==> src/rtl/imageline_bus_master_if.sv <==
`default_nettype none
// +--------------------------------------------------------------------+
// | imageline_bus_master_if                                            |
// | Avalon-MM register-port bundle between bus master and imageline.   |
// | Rev 1.0                                                            |
// +--------------------------------------------------------------------+
interface imageline_bus_master_if;
  logic [10:0] address;
  logic        chipselect;
  logic        read;
  logic        write;
  logic [31:0] writedata;
  logic [31:0] readdata;
  logic        waitrequest;

  modport master (
    output address, chipselect, read, write, writedata,
    input  readdata, waitrequest
  );

  modport slave (
    input  address, chipselect, read, write, writedata,
    output readdata, waitrequest
  );
endinterface
`default_nettype wire

==> src/rtl/imageline_bus_master.sv <==
`default_nettype none
// +--------------------------------------------------------------------+
// | imageline_bus_master                                               |
// | Avalon-MM master: single register commands plus an 11-write        |
// | coefficient/config load sequence for the imageline filter slave.   |
// | Rev 1.0                                                            |
// +--------------------------------------------------------------------+
module imageline_bus_master #(
  parameter int TIMEOUT_CYCLES = 64,
  parameter int GAP_CYCLES     = 1
) (
  input  wire logic         clk,
  input  wire logic         rst,
  input  wire logic         i_cmd_valid,
  output logic              o_cmd_ready,
  input  wire logic         i_cmd_write,
  input  wire logic [10:0]  i_cmd_address,
  input  wire logic [31:0]  i_cmd_writedata,
  output logic              o_resp_valid,
  output logic [31:0]       o_resp_readdata,
  output logic              o_resp_error,
  input  wire logic         i_load_start,
  input  wire logic [319:0] i_coef_in,
  input  wire logic [31:0]  i_filter_config_in,
  output logic              o_load_busy,
  output logic              o_load_done,
  output logic              o_load_error,
  imageline_bus_master_if.master bus
);

  localparam logic [1:0] c_st_idle = 2'd0;
  localparam logic [1:0] c_st_xfer = 2'd1;
  localparam logic [1:0] c_st_gap  = 2'd2;
  localparam logic [1:0] c_st_done = 2'd3;

  localparam int c_to_w  = $clog2(TIMEOUT_CYCLES + 1);
  localparam int c_gap_w = $clog2(GAP_CYCLES + 1);
  localparam logic [c_to_w-1:0]  c_to_last  = c_to_w'(TIMEOUT_CYCLES - 1);
  localparam logic [c_gap_w-1:0] c_gap_last = c_gap_w'(GAP_CYCLES - 1);
  localparam logic [3:0]         c_last_idx = 4'd10;

  logic [1:0]         r_state;
  logic [c_to_w-1:0]  r_to_cnt;
  logic [c_gap_w-1:0] r_gap_cnt;
  logic [3:0]         r_idx;
  logic               r_is_load;
  logic               r_err;
  logic               r_cs;
  logic               r_rd;
  logic               r_wr;
  logic [10:0]        r_addr;
  logic [31:0]        r_wdata;
  logic [31:0]        r_rdata;
  logic               r_cmd_ready;
  logic               r_resp_valid;
  logic               r_resp_error;
  logic               r_load_busy;
  logic               r_load_done;
  logic               r_load_error;
  // Words 0..9 are kernel coefficients + weight sum, word 10 is filter config.
  logic [31:0]        r_word [11];

  logic [3:0]         w_idx_nxt;
  logic [10:0]        w_ld_addr;
  logic [31:0]        w_ld_data;

  always_comb begin
    w_idx_nxt = r_idx + 4'd1;
    w_ld_addr = (w_idx_nxt == c_last_idx) ? 11'd4 : (11'd5 + {7'd0, w_idx_nxt});
    w_ld_data = r_word[w_idx_nxt];
  end

  always_ff @(posedge clk) begin
    if (rst) begin
      r_state      <= c_st_idle;
      r_to_cnt     <= '0;
      r_gap_cnt    <= '0;
      r_idx        <= '0;
      r_is_load    <= 1'b0;
      r_err        <= 1'b0;
      r_cs         <= 1'b0;
      r_rd         <= 1'b0;
      r_wr         <= 1'b0;
      r_addr       <= '0;
      r_wdata      <= '0;
      r_rdata      <= '0;
      r_cmd_ready  <= 1'b0;
      r_resp_valid <= 1'b0;
      r_resp_error <= 1'b0;
      r_load_busy  <= 1'b0;
      r_load_done  <= 1'b0;
      r_load_error <= 1'b0;
      for (int k = 0; k < 11; k++) r_word[k] <= '0;
    end else begin
      r_resp_valid <= 1'b0;
      r_resp_error <= 1'b0;
      r_load_done  <= 1'b0;
      r_load_error <= 1'b0;
      case (r_state)
        c_st_idle: begin
          if (i_load_start) begin
            for (int k = 0; k < 10; k++) r_word[k] <= i_coef_in[32*k +: 32];
            r_word[10]  <= i_filter_config_in;
            r_idx       <= '0;
            r_is_load   <= 1'b1;
            r_err       <= 1'b0;
            r_to_cnt    <= '0;
            r_cs        <= 1'b1;
            r_wr        <= 1'b1;
            r_rd        <= 1'b0;
            r_addr      <= 11'd5;
            r_wdata     <= i_coef_in[31:0];
            r_load_busy <= 1'b1;
            r_cmd_ready <= 1'b0;
            r_state     <= c_st_xfer;
          end else if (i_cmd_valid && r_cmd_ready) begin
            r_is_load   <= 1'b0;
            r_err       <= 1'b0;
            r_to_cnt    <= '0;
            r_cs        <= 1'b1;
            r_wr        <= i_cmd_write;
            r_rd        <= ~i_cmd_write;
            r_addr      <= i_cmd_address;
            r_wdata     <= i_cmd_writedata;
            r_rdata     <= '0;
            r_cmd_ready <= 1'b0;
            r_state     <= c_st_xfer;
          end else begin
            r_cmd_ready <= 1'b1;
          end
        end

        c_st_xfer: begin
          if (!bus.waitrequest || (r_to_cnt == c_to_last)) begin
            if (!bus.waitrequest && r_rd) r_rdata <= bus.readdata;
            if (bus.waitrequest) r_err <= 1'b1;
            r_cs      <= 1'b0;
            r_rd      <= 1'b0;
            r_wr      <= 1'b0;
            r_to_cnt  <= '0;
            r_gap_cnt <= '0;
            r_state   <= c_st_gap;
          end else begin
            r_to_cnt <= r_to_cnt + 1'b1;
          end
        end

        c_st_gap: begin
          // The slave starts a transfer on a chipselect rising edge, so
          // chipselect must stay low for the whole gap before the next write.
          if (r_gap_cnt == c_gap_last) begin
            if (r_is_load && (r_idx != c_last_idx)) begin
              r_idx    <= w_idx_nxt;
              r_cs     <= 1'b1;
              r_wr     <= 1'b1;
              r_addr   <= w_ld_addr;
              r_wdata  <= w_ld_data;
              r_to_cnt <= '0;
              r_state  <= c_st_xfer;
            end else begin
              if (r_is_load) begin
                r_load_done  <= 1'b1;
                r_load_error <= r_err;
                r_load_busy  <= 1'b0;
              end else begin
                r_resp_valid <= 1'b1;
                r_resp_error <= r_err;
              end
              r_state <= c_st_done;
            end
          end else begin
            r_gap_cnt <= r_gap_cnt + 1'b1;
          end
        end

        c_st_done: begin
          r_is_load   <= 1'b0;
          r_idx       <= '0;
          r_cmd_ready <= 1'b1;
          r_state     <= c_st_idle;
        end

        default: r_state <= c_st_idle;
      endcase
    end
  end

  assign bus.address    = r_addr;
  assign bus.chipselect = r_cs;
  assign bus.read       = r_rd;
  assign bus.write      = r_wr;
  assign bus.writedata  = r_wdata;

  assign o_cmd_ready     = r_cmd_ready;
  assign o_resp_valid    = r_resp_valid;
  assign o_resp_readdata = r_rdata;
  assign o_resp_error    = r_resp_error;
  assign o_load_busy     = r_load_busy;
  assign o_load_done     = r_load_done;
  assign o_load_error    = r_load_error;

endmodule
`default_nettype wire

==> src/flat_wrapper.sv <==
// flat-port wrapper written by rule: the top's interface ports become plain ports
module imageline_bus_master_flat 
#(
  parameter int TIMEOUT_CYCLES = 64,
  parameter int GAP_CYCLES     = 1
)
  (clk, rst, i_cmd_valid, o_cmd_ready, i_cmd_write, i_cmd_address, i_cmd_writedata, o_resp_valid, o_resp_readdata, o_resp_error, i_load_start, i_coef_in, i_filter_config_in, o_load_busy, o_load_done, o_load_error, bus_address, bus_chipselect, bus_read, bus_write, bus_writedata, bus_readdata, bus_waitrequest);
  imageline_bus_master_if bus_i ();
  input  wire logic clk;
  input  wire logic rst;
  input  wire logic i_cmd_valid;
  output logic o_cmd_ready;
  input  wire logic i_cmd_write;
  input  wire logic [10:0] i_cmd_address;
  input  wire logic [31:0] i_cmd_writedata;
  output logic o_resp_valid;
  output logic [31:0] o_resp_readdata;
  output logic o_resp_error;
  input  wire logic i_load_start;
  input  wire logic [319:0] i_coef_in;
  input  wire logic [31:0] i_filter_config_in;
  output logic o_load_busy;
  output logic o_load_done;
  output logic o_load_error;
  output wire logic [$bits(bus_i.address)-1:0] bus_address;
  output wire logic [$bits(bus_i.chipselect)-1:0] bus_chipselect;
  output wire logic [$bits(bus_i.read)-1:0] bus_read;
  output wire logic [$bits(bus_i.write)-1:0] bus_write;
  output wire logic [$bits(bus_i.writedata)-1:0] bus_writedata;
  input wire logic [$bits(bus_i.readdata)-1:0] bus_readdata;
  input wire logic [$bits(bus_i.waitrequest)-1:0] bus_waitrequest;
  assign bus_address = bus_i.address;
  assign bus_chipselect = bus_i.chipselect;
  assign bus_read = bus_i.read;
  assign bus_write = bus_i.write;
  assign bus_writedata = bus_i.writedata;
  assign bus_i.readdata = bus_readdata;
  assign bus_i.waitrequest = bus_waitrequest;
  imageline_bus_master #(.TIMEOUT_CYCLES(TIMEOUT_CYCLES), .GAP_CYCLES(GAP_CYCLES)) u_core (.clk(clk), .rst(rst), .i_cmd_valid(i_cmd_valid), .o_cmd_ready(o_cmd_ready), .i_cmd_write(i_cmd_write), .i_cmd_address(i_cmd_address), .i_cmd_writedata(i_cmd_writedata), .o_resp_valid(o_resp_valid), .o_resp_readdata(o_resp_readdata), .o_resp_error(o_resp_error), .i_load_start(i_load_start), .i_coef_in(i_coef_in), .i_filter_config_in(i_filter_config_in), .o_load_busy(o_load_busy), .o_load_done(o_load_done), .o_load_error(o_load_error), .bus(bus_i));
endmodule
==> config.mk <==
export PLATFORM = sky130hd
export DESIGN_NAME = imageline_bus_master_flat
export DESIGN_NICKNAME = d
export VERILOG_FILES = /design/src/rtl/imageline_bus_master_if.sv /design/src/rtl/imageline_bus_master.sv /design/src/flat_wrapper.sv
export SDC_FILE = /design/constraint.sdc
export NUM_CORES = 1
export LEC_CHECK = 0
export BUFFER_PORTS_ARGS = -buffer_cell sky130_fd_sc_hd__clkbuf_2
export CAP_MARGIN = 20
export CORE_ASPECT_RATIO = 1.25
export CORE_UTILIZATION = 45
export DETAILED_ROUTE_END_ITERATION = 12
export PLACE_DENSITY = 0.77
export SLEW_MARGIN = 20
export SYNTH_ARGS = -nofsm -noshare
export SYNTH_HDL_FRONTEND = slang
export SYNTH_SLANG_ARGS = --single-unit
==> constraint.sdc <==
create_clock -name clk -period 37 [get_ports clk]
set_input_delay 11.1 -clock clk [delete_from_list [all_inputs] [get_ports clk]]
set_output_delay 11.1 -clock clk [all_outputs]
set_load 0.1 [all_outputs]
# After elaboration in Yosys (flattened, before gate mapping)
# Memory sizes are Yosys's and may differ from the RTL's.
# Cells that the tools add are included.
[word_totals] input_bits=433 ram_bits=352 output_inout_bits=84 memories=1 reg_bits=100 latchBits=0 rom_bits=0 wordCells=160
[op_classes] div=0 eq_ne=17 shifts=0 order_cmp=0 mux=80 n_addsub=4 n_reduce_logical=26 n_bitwise=14 mul=0
[mem_list] name="u_core.r_word" depth=11 word_bits=32 read_ports=1 rd_ports_with_merged_regs=0 wr=11 line_no="imageline_bus_master.sv:61" source="logic [31:0] r_word [11];"
[ops] operator="32-bit 2-to-1 mux" n=19
[ops] operator="32-bit case mux with 2 select lines" n=2
[ops] operator="11-bit 2-to-1 mux" n=5
[ops] operator="7-bit 2-to-1 mux" n=5
[ops] operator="1-bit 2-to-1 mux" n=29
[ops] operator="11-bit case mux with 2 select lines" n=1
[ops] operator="7-bit case mux with 3 select lines" n=1
[ops] operator="4-bit AND reduction" n=4
[ops] operator="5-bit AND reduction" n=3
[ops] operator="4-bit 2-to-1 mux" n=3
[ops] operator="1-bit case mux with 2 select lines" n=6
[ops] operator="4-bit case mux with 3 select lines" n=1
[ops] operator="1-bit bitwise OR" n=11
[ops] operator="2-bit 2-to-1 mux" n=5
[ops] operator="2-bit by 1-bit != test with 1-bit output (second input constant)" n=5
[ops] operator="2-bit != test (second input constant)" n=5
[ops] operator="5-bit OR reduction" n=2
[ops] operator="2-bit case mux with 4 select lines" n=1
[ops] operator="2-bit nonzero test" n=4
[ops] operator="7-bit by 1-bit adder with 7-bit output (second input constant)" n=1
[ops] operator="7-bit by 6-bit equality test with 1-bit output (second input constant)" n=1
[ops] operator="1-bit case mux with 3 select lines" n=2
[ops] operator="3-bit AND reduction" n=2
[ops] operator="3-bit nonzero test" n=2
[ops] operator="other kinds (15)" n=21

# Longest topological paths before layout
# Gate-level depths: netlist of run 1.
[depth] word_depth=6 ltp_mapped=11 mapped_depth_nobuf=7

# Worst setup path after synthesis of run 1
# No wires, ideal clock.
[synth_path] kind="input port to flip-flop" from="input rst" to="memory u_core.r_word[0][0], enable pin" t_required_ns=36.222 path_stages=3 setup_slack_ns=16.188 path_buffers=2 setup_time_ns=0.778 arrival_ns=20.034 cell_sequence="clkbuf_1 > clkbuf_1 > nand2b_1"
[synth_lines] item="start: declaration" line_no="flat_wrapper.sv:10" source="input wire logic rst;"
[synth_lines] item="end: declaration" line_no="imageline_bus_master.sv:61"

==> results of run 1 <==
==> path summary, 6_finish.rpt <==
path / from / to
setup reg to reg: u_core.r_state[0] / u_core.r_word[3][25]
hold / removal: u_core.o_resp_readdata[1] / u_core.o_resp_readdata[1]
hold reg to reg: u_core.o_resp_readdata[1] / u_core.o_resp_readdata[1]
setup / recovery: i_load_start / u_core.r_word[3][25]
==> metrics by stage <==
stage / setup WS [ns] / instance area, µm²
4_1_cts: 22.44 / 24600
6_report: 22.60 / 24700
5_1_grt: 22.33 / 24700
3_3_place_gp: 22.05 / 23200
3_5_place_dp: 21.87 / 23200
2_1_floorplan: 16.19 / 20200
==> worst register-to-register path: cells and delay by family, from the launching register on <==
kind          cells  cell delay [ns]
fa+ha+maj         1             0.39
buf+inv           3             1.85
flops             1             0.35
simple gates      2             0.91
==> cells by family (layout without fill, tap and decap cells) <==
logic type	Yosys count	count (layout)	synth area share, %
mux	163	163	12.3
other cells	0	11	0
xor+xnor	4	4	0.174
compound gates	156	156	5.33
simple gates	613	613	16.9
flops	451	451	62.3
fa+ha+maj	10	10	0.621
buf+inv	119	624	2.44
==> cells in the final DEF (no fill, tap or decap), types with 4 or more instances in the layout <==
cell type  count
clkbuf_16     45
a22o_1        32
a211oi_1       4
o21ai_0       16
nand2_1      113
nor2b_1       36
diode_2       11
nand3_1       77
dfxtp_1       98
edfxtp_1     352
mux2i_1       67
bufinv_16      4
inv_6          5
a221oi_1      34
and2_1       325
mux4_2        64
mux2_2        32
clkbuf_1      13
ha_1           8
clkbuf_2     514
nor3_1        13
clkinv_2      10
a21oi_1       57
buf_4         14
nor2_1        21
inv_1          7
nand3b_1       4
==> power breakdown <==
group	total, mW	internal (mW)	switching [mW]
clock network	0.452	0.256	0.196
registers	0.725	0.683	0.0414
logic	0.523	0.137	0.387
==> per-layer routing <==
metal / up-vias / wire [µm]
li1: 6477 / -
met1: 6818 / 22200
met2: 639 / 27600
met3: 131 / 3810
met4: 4 / 2170
met5: - / 27
==> registers in the layout (all words and copies together) (netlist names), 2 cells and up <==
| name | count |
|---|---|
| u_core.bus.address | 11 |
| u_core.bus.writedata | 32 |
| u_core.o_resp_readdata | 32 |
| u_core.r_idx | 4 |
| u_core.r_state | 2 |
| u_core.r_to_cnt | 7 |
| u_core.r_word | 352 |
==> cell type report <==
class / count / area share (%)
flip-flops and latches: 451 / 50.8
multi-input cells: 946 / 29.1
repair buffers: 532 / 11.1
clock buffers: 58 / 4.75
well taps: 572 / 2.90
clock inverters: 26 / 1.09
inverters: 8 / 0.121
diodes: 11 / 0.111
==> Yosys cell counts (2+ instances only) <==
cell / number / share of area (%)
o21ai_0: 16 / 0.40
mux2_2: 32 / 1.8
a21oi_1: 57 / 1.4
nand2b_1: 3 / 0.093
nand3_1: 77 / 1.9
buf_2: 27 / 0.67
and2_1: 326 / 10
nand3b_1: 4 / 0.15
nor3b_1: 2 / 0.074
nor3_1: 13 / 0.32
clkbuf_1: 77 / 1.4
nor2_1: 24 / 0.45
a22o_1: 32 / 1.4
o21a_1: 2 / 0.074
and3b_1: 2 / 0.087
a21o_1: 2 / 0.074
edfxtp_1: 352 / 52
ha_1: 10 / 0.62
or4_1: 2 / 0.074
mux2i_1: 67 / 3.3
xnor2_1: 2 / 0.087
dfxtp_1: 99 / 9.8
a31oi_1: 3 / 0.093
xor2_1: 2 / 0.087
mux4_2: 64 / 7.1
buf_4: 3 / 0.11
or2_2: 2 / 0.062
nand2_1: 113 / 2.1
a221oi_1: 34 / 1.5
nor4_1: 2 / 0.062
a211oi_1: 4 / 0.15
nor2b_1: 36 / 1.1
inv_1: 8 / 0.15
buf_1: 4 / 0.074
==> flow_summary.ini, run 1 <==
[placed_design]
gp_congestion = 0.860
portBuffers = 516
hpwl_um = 38200
dp_cells = 2508

[critical_path]
critical_path.startpoint_type = input port
critPathTopFamily = buffers and inverters
cp.required_ns = 37.18
slowest_stage = buf_4
criticalPathCategory = in2reg
worstPathCellList = buf_2, buf_4, nand2_1, nand2b_4, buf_4, buf_4
critPathBufInv = 4
slowest_delay_ns = 0.89
crit_top_cell = buf_4
end_kind = flop
path_max_fanout = 79
cp.arrival_ns = 14.58
reg2reg_depth = 6
crit_cells = 6
r2r_slack_ns = 33.09

[finish]
multiInputGateArea_mm2 = 0.00720
fillers = 3666
nets = 2427
final_cell_count_no_fill = 2604
syn2layout_area_growth_pct = 22.6
layout-drive-gt1-share_pct = 35.2
final_core_util_pct = 56.0
seq_area_mm2 = 0.0126

[grt]
grt_pass1_wl_um = 82400
busiest_layer = met2
met2_usage_pct = 40.7
met1_usage_pct = 30.6
grt_usage_pct = 24.2
antenna_found_initial = 12
grt_pass1_vias = 14300
grtUsageMet3_pct = 4.39
grt_overflow = 0
grt_max_degree = 317

[floorplan]
rows = 86
die_area_mm2 = 0.0457
initial_core_util_pct = 45.7
core_mm2 = 0.0441
die_w_um = 191
fp.dieH_um = 239
ios = 517

[power]
power_density_mw_per_mm2 = 68.8
p_total_mw = 1.70
p_leak_nw = 10.0
peakVddDrop_uv = 81.1

[detailed_routing]
drtAntennaViolNets = 0
firstDrtPassIters = 5
viasPerCell = 5.40
drcViolationCount = 0
wire_per_inst_um = 21.4
via_count = 14100
wirelength_um = 55800
first_iter_violations = 1008

[timing]
finClkSkew_ns = 0.0172
final.min_clock_period_ns = 14.40
drv_slew = 0
final.setup.tns_ns = 0
relSlewSlack_pct = 13.7
tightest_slew_ns = 1.29
min_period_over_period_pct = 38.9
max_freq_mhz = 69.5
rsz0062_at_grt = no
setup_violations = 0
final_hold_viol_count = 0
fin_hold_ws_ns = 0.452

[logic_synthesis]
syn_avg_cell_area_um2 = 13.3
synth_cells = 1516
syn_nets = 1959
ys_ff_latch = 451
ys_async_sr_fraction_pct = 0
synth_ff_type = edfxtp_1
synth_edf_count = 352
syn-cell-area_mm2 = 0.0202
synth_cell_types = 47
synth_warnings = 0
ys_seq_area_share_pct = 62.3

[clocking]
root_buffer = clkbuf_16
clock-sinks = 451
clk_latency_ns = 0.56
cts.path.max_buffers = 3
h-tree-depth = 2
clk_pin_slew_ns = 0.06
numCtsBuffers = 45
ctsHoldBuffers = 0
cts_resized = 0
cts_tree = done
cts_setup_buffers = 0

[job]
cap_violations = 0

[status]
status = finished, final reports clean

[min_path]
holdCritPathClass = reg2reg
holdPathStages = 2
No activity file was read; power rests on OpenSTA's default activity.
==> inputs of run 2 (changes only) <==
- ABC_AREA: default -> 1
- PLACE_DENSITY: 0.77 -> 0.76
- clock period: 37 -> 13.7 ns (I/O delays scaled with it)
==> run 2 against run 1 <==
Effect of this change: setup slack got worse by 16 ns; first-iteration DRC count increased by 55%; flip-flop and latch count unchanged; register-to-register slack got worse by 24 ns; design area increased by 7.9%; clock skew decreased by 0.0018 ns; highest routed layer is now met4.
==> flow_summary.ini, run 2 <==
[timing]
fin_hold_ws_ns = 0.459
relSlewSlack_pct = 26.7
drv_slew = 0
final.min_clock_period_ns = 6.99
setup_ws_ns = 6.71
finClkSkew_ns = 0.0154
max_freq_mhz = 143
rsz0062_at_grt = no
min_period_over_period_pct = 51.0
tightest_slew_ns = 1.10
setup_violations = 0
final.setup.tns_ns = 0
final_hold_viol_count = 0

[finish]
largest_reg_flops = 352
nets = 3578
final_cell_area_mm2 = 0.0267
final_common_cell = inv_1
regMostFlops = u_core.r_word
syn2layout_area_growth_pct = 19.1
layout-drive-gt1-share_pct = 21.6
layout_common_cells = 640 x inv_1, 515 x clkbuf_2, 427 x nand2_1, 411 x nor2_1, 352 x edfxtp_1

[grt]
grt_usage_pct = 26.2
antenna_found_initial = 2
grt_pass1_wl_um = 99600
grt_max_degree = 257
grt_overflow = 0
grt_pass1_vias = 17500

[floorplan]
die_w_um = 202
initial_core_util_pct = 45.4
die_area_mm2 = 0.0507
ios = 517
rows = 91
core_mm2 = 0.0493
fp.dieH_um = 251

[placed_design]
portBuffers = 516
dp_slack_ns = 6.20
placed_cell_area_mm2 = 0.0252
hpwl_um = 48200
gp_congestion = 0.900

[status]
status = finished, final reports clean

[logic_synthesis]
syn_avg_cell_area_um2 = 8.31
synthTopCellsByArea = edfxtp_1 47%, inv_1 11%, dfxtp_1 8.8%
synth_cell_types = 39
synth_cells = 2697
syn-cell-area_mm2 = 0.0224
yosysMostFrequentCell = inv_1
ys_ff_latch = 451
synth_edf_count = 352
synth_ff_type = edfxtp_1
yosys.area.top_type = edfxtp_1
synth_warnings = 0
ys_async_sr_fraction_pct = 0
syn_nets = 3140
ys_seq_area_share_pct = 56.0
netlist_top_cells_count = 640 x inv_1, 428 x nand2_1, 412 x nor2_1
synth_top_area_share_pct = 47.2

[clocking]
clk_pin_slew_ns = 0.06
numCtsBuffers = 46
cts_resized = 0
clock-sinks = 451
ctsHoldBuffers = 0
clk_latency_ns = 0.59
root_buffer = clkbuf_16
cts_setup_buffers = 0
cts.path.max_buffers = 3
cts_tree = done
h-tree-depth = 2

[min_path]
whs_endpoint = u_core.r_to_cnt[6]
holdCritPathClass = reg2reg
hold_start = u_core.r_to_cnt[6]
holdPathStages = 2

[power]
p_leak_nw = 13.2
peakVddDrop_uv = 121
power_density_mw_per_mm2 = 181

[detailed_routing]
drtAntennaViolNets = 0
firstDrtPassIters = 5
wire_per_inst_um = 17.6
via_count = 18500
drcViolationCount = 0
viasPerCell = 4.83
wirelength_um = 67300
first_iter_violations = 1564

[critical_path]
critical_path.startpoint_type = input port
cp.arrival_ns = 7.29
end_kind = flop
r2r_slack_ns = 9.07
reg2reg_depth = 9
path_max_fanout = 170
criticalPathCategory = in2reg
cp.required_ns = 14.01
r2r_end = u_core.bus.writedata[26]
r2r-start = u_core.r_idx[0]

[job]
cap_violations = 0
-- run 2: changes by cell type after synthesis, sizes merged, moves of 36 or more --
cell / previous run / this run
inv: 8 / 642
nor2: 24 / 415
nand3: 77 / 278
a21oi: 57 / 123
mux4: 64 / 0
and2: 326 / 0
o21ai: 16 / 114
mux2i: 67 / 0
nand2: 113 / 431
nor2b: 36 / 0
-- run 2: kinds of logic after synthesis --
group / share of synthesized area, %
AOI/OAI and AO/OA: 5.96
DFF: 56.0
and+or+nand+nor: 22.8
adders and majority gates: 0.559
buffers and inverters: 14.3
xor gates and xnor gates: 0.352
-- run 2: critical path, stage by stage --
cell     delay [ns]
buf_2          0.07
buf_4          0.69
inv_1          0.21
buf_4          0.35
nand3_4        0.57
buf_12         0.37
buf_16         0.52
nor2_1         0.09
-- run 2: worst max-delay path by stage --
stage / from / cells past startpoint / to / slack (ns)
final: rst / 8 / u_core.r_word[3][7] / 6.71
after floorplan: rst / 4 / u_core.r_word[0][0] / 1.0
after CTS: rst / 6 / u_core.r_word[6][0] / 6.82
after global routing: rst / 8 / u_core.r_word[7][24] / 6.50
after detailed placement: rst / 6 / u_core.r_word[6][24] / 6.20
after global placement: rst / 6 / u_core.r_word[4][22] / 6.24
-- run 2: layer usage --
metal / share of wire, % / routed length [µm] / GRT usage [%] / vias up
li1: - / - / - / 9173
met1: 39 / 26000 / 32.0 / 8432
met2: 50 / 34000 / 45.3 / 700
met3: 6.0 / 4030 / 3.53 / 156
met4: 4.9 / 3330 / 13.1 / 0
met5: 0 / 0 / 0 / -
-- run 2: through the flow --
step                      util (%)  cells  total power, mW
final                         54.1   3823             4.83
after global routing          54.1   3823             5.06
after CTS                     54.0   3820             4.85
after detailed placement      51.1   3737             3.64
after global placement        51.1   3737             3.61
after floorplan                  -   2697             3.32
-- run 2: cell type report --
| class | count | area (µm²) |
|---|---|---|
| clock inverter | 24 | 123 |
| inverter | 643 | 2410 |
| clock buffer | 59 | 1300 |
| fill | 4561 | 22600 |
| multi-input combinational | 1456 | 6690 |
| antenna | 2 | 5.00 |
| tap | 651 | 815 |
| sequential | 451 | 12600 |
| timing repair buffer | 537 | 2770 |
-- run 2: where the power goes --
| part | internal (mW) | leakage, nW | total [mW] | switching (mW) |
|---|---|---|---|---|
| registers | 1.86 | 4.60 | 1.97 | 0.107 |
| clock network | 0.671 | 0.702 | 1.21 | 0.542 |
| logic | 0.379 | 7.88 | 1.65 | 1.27 |
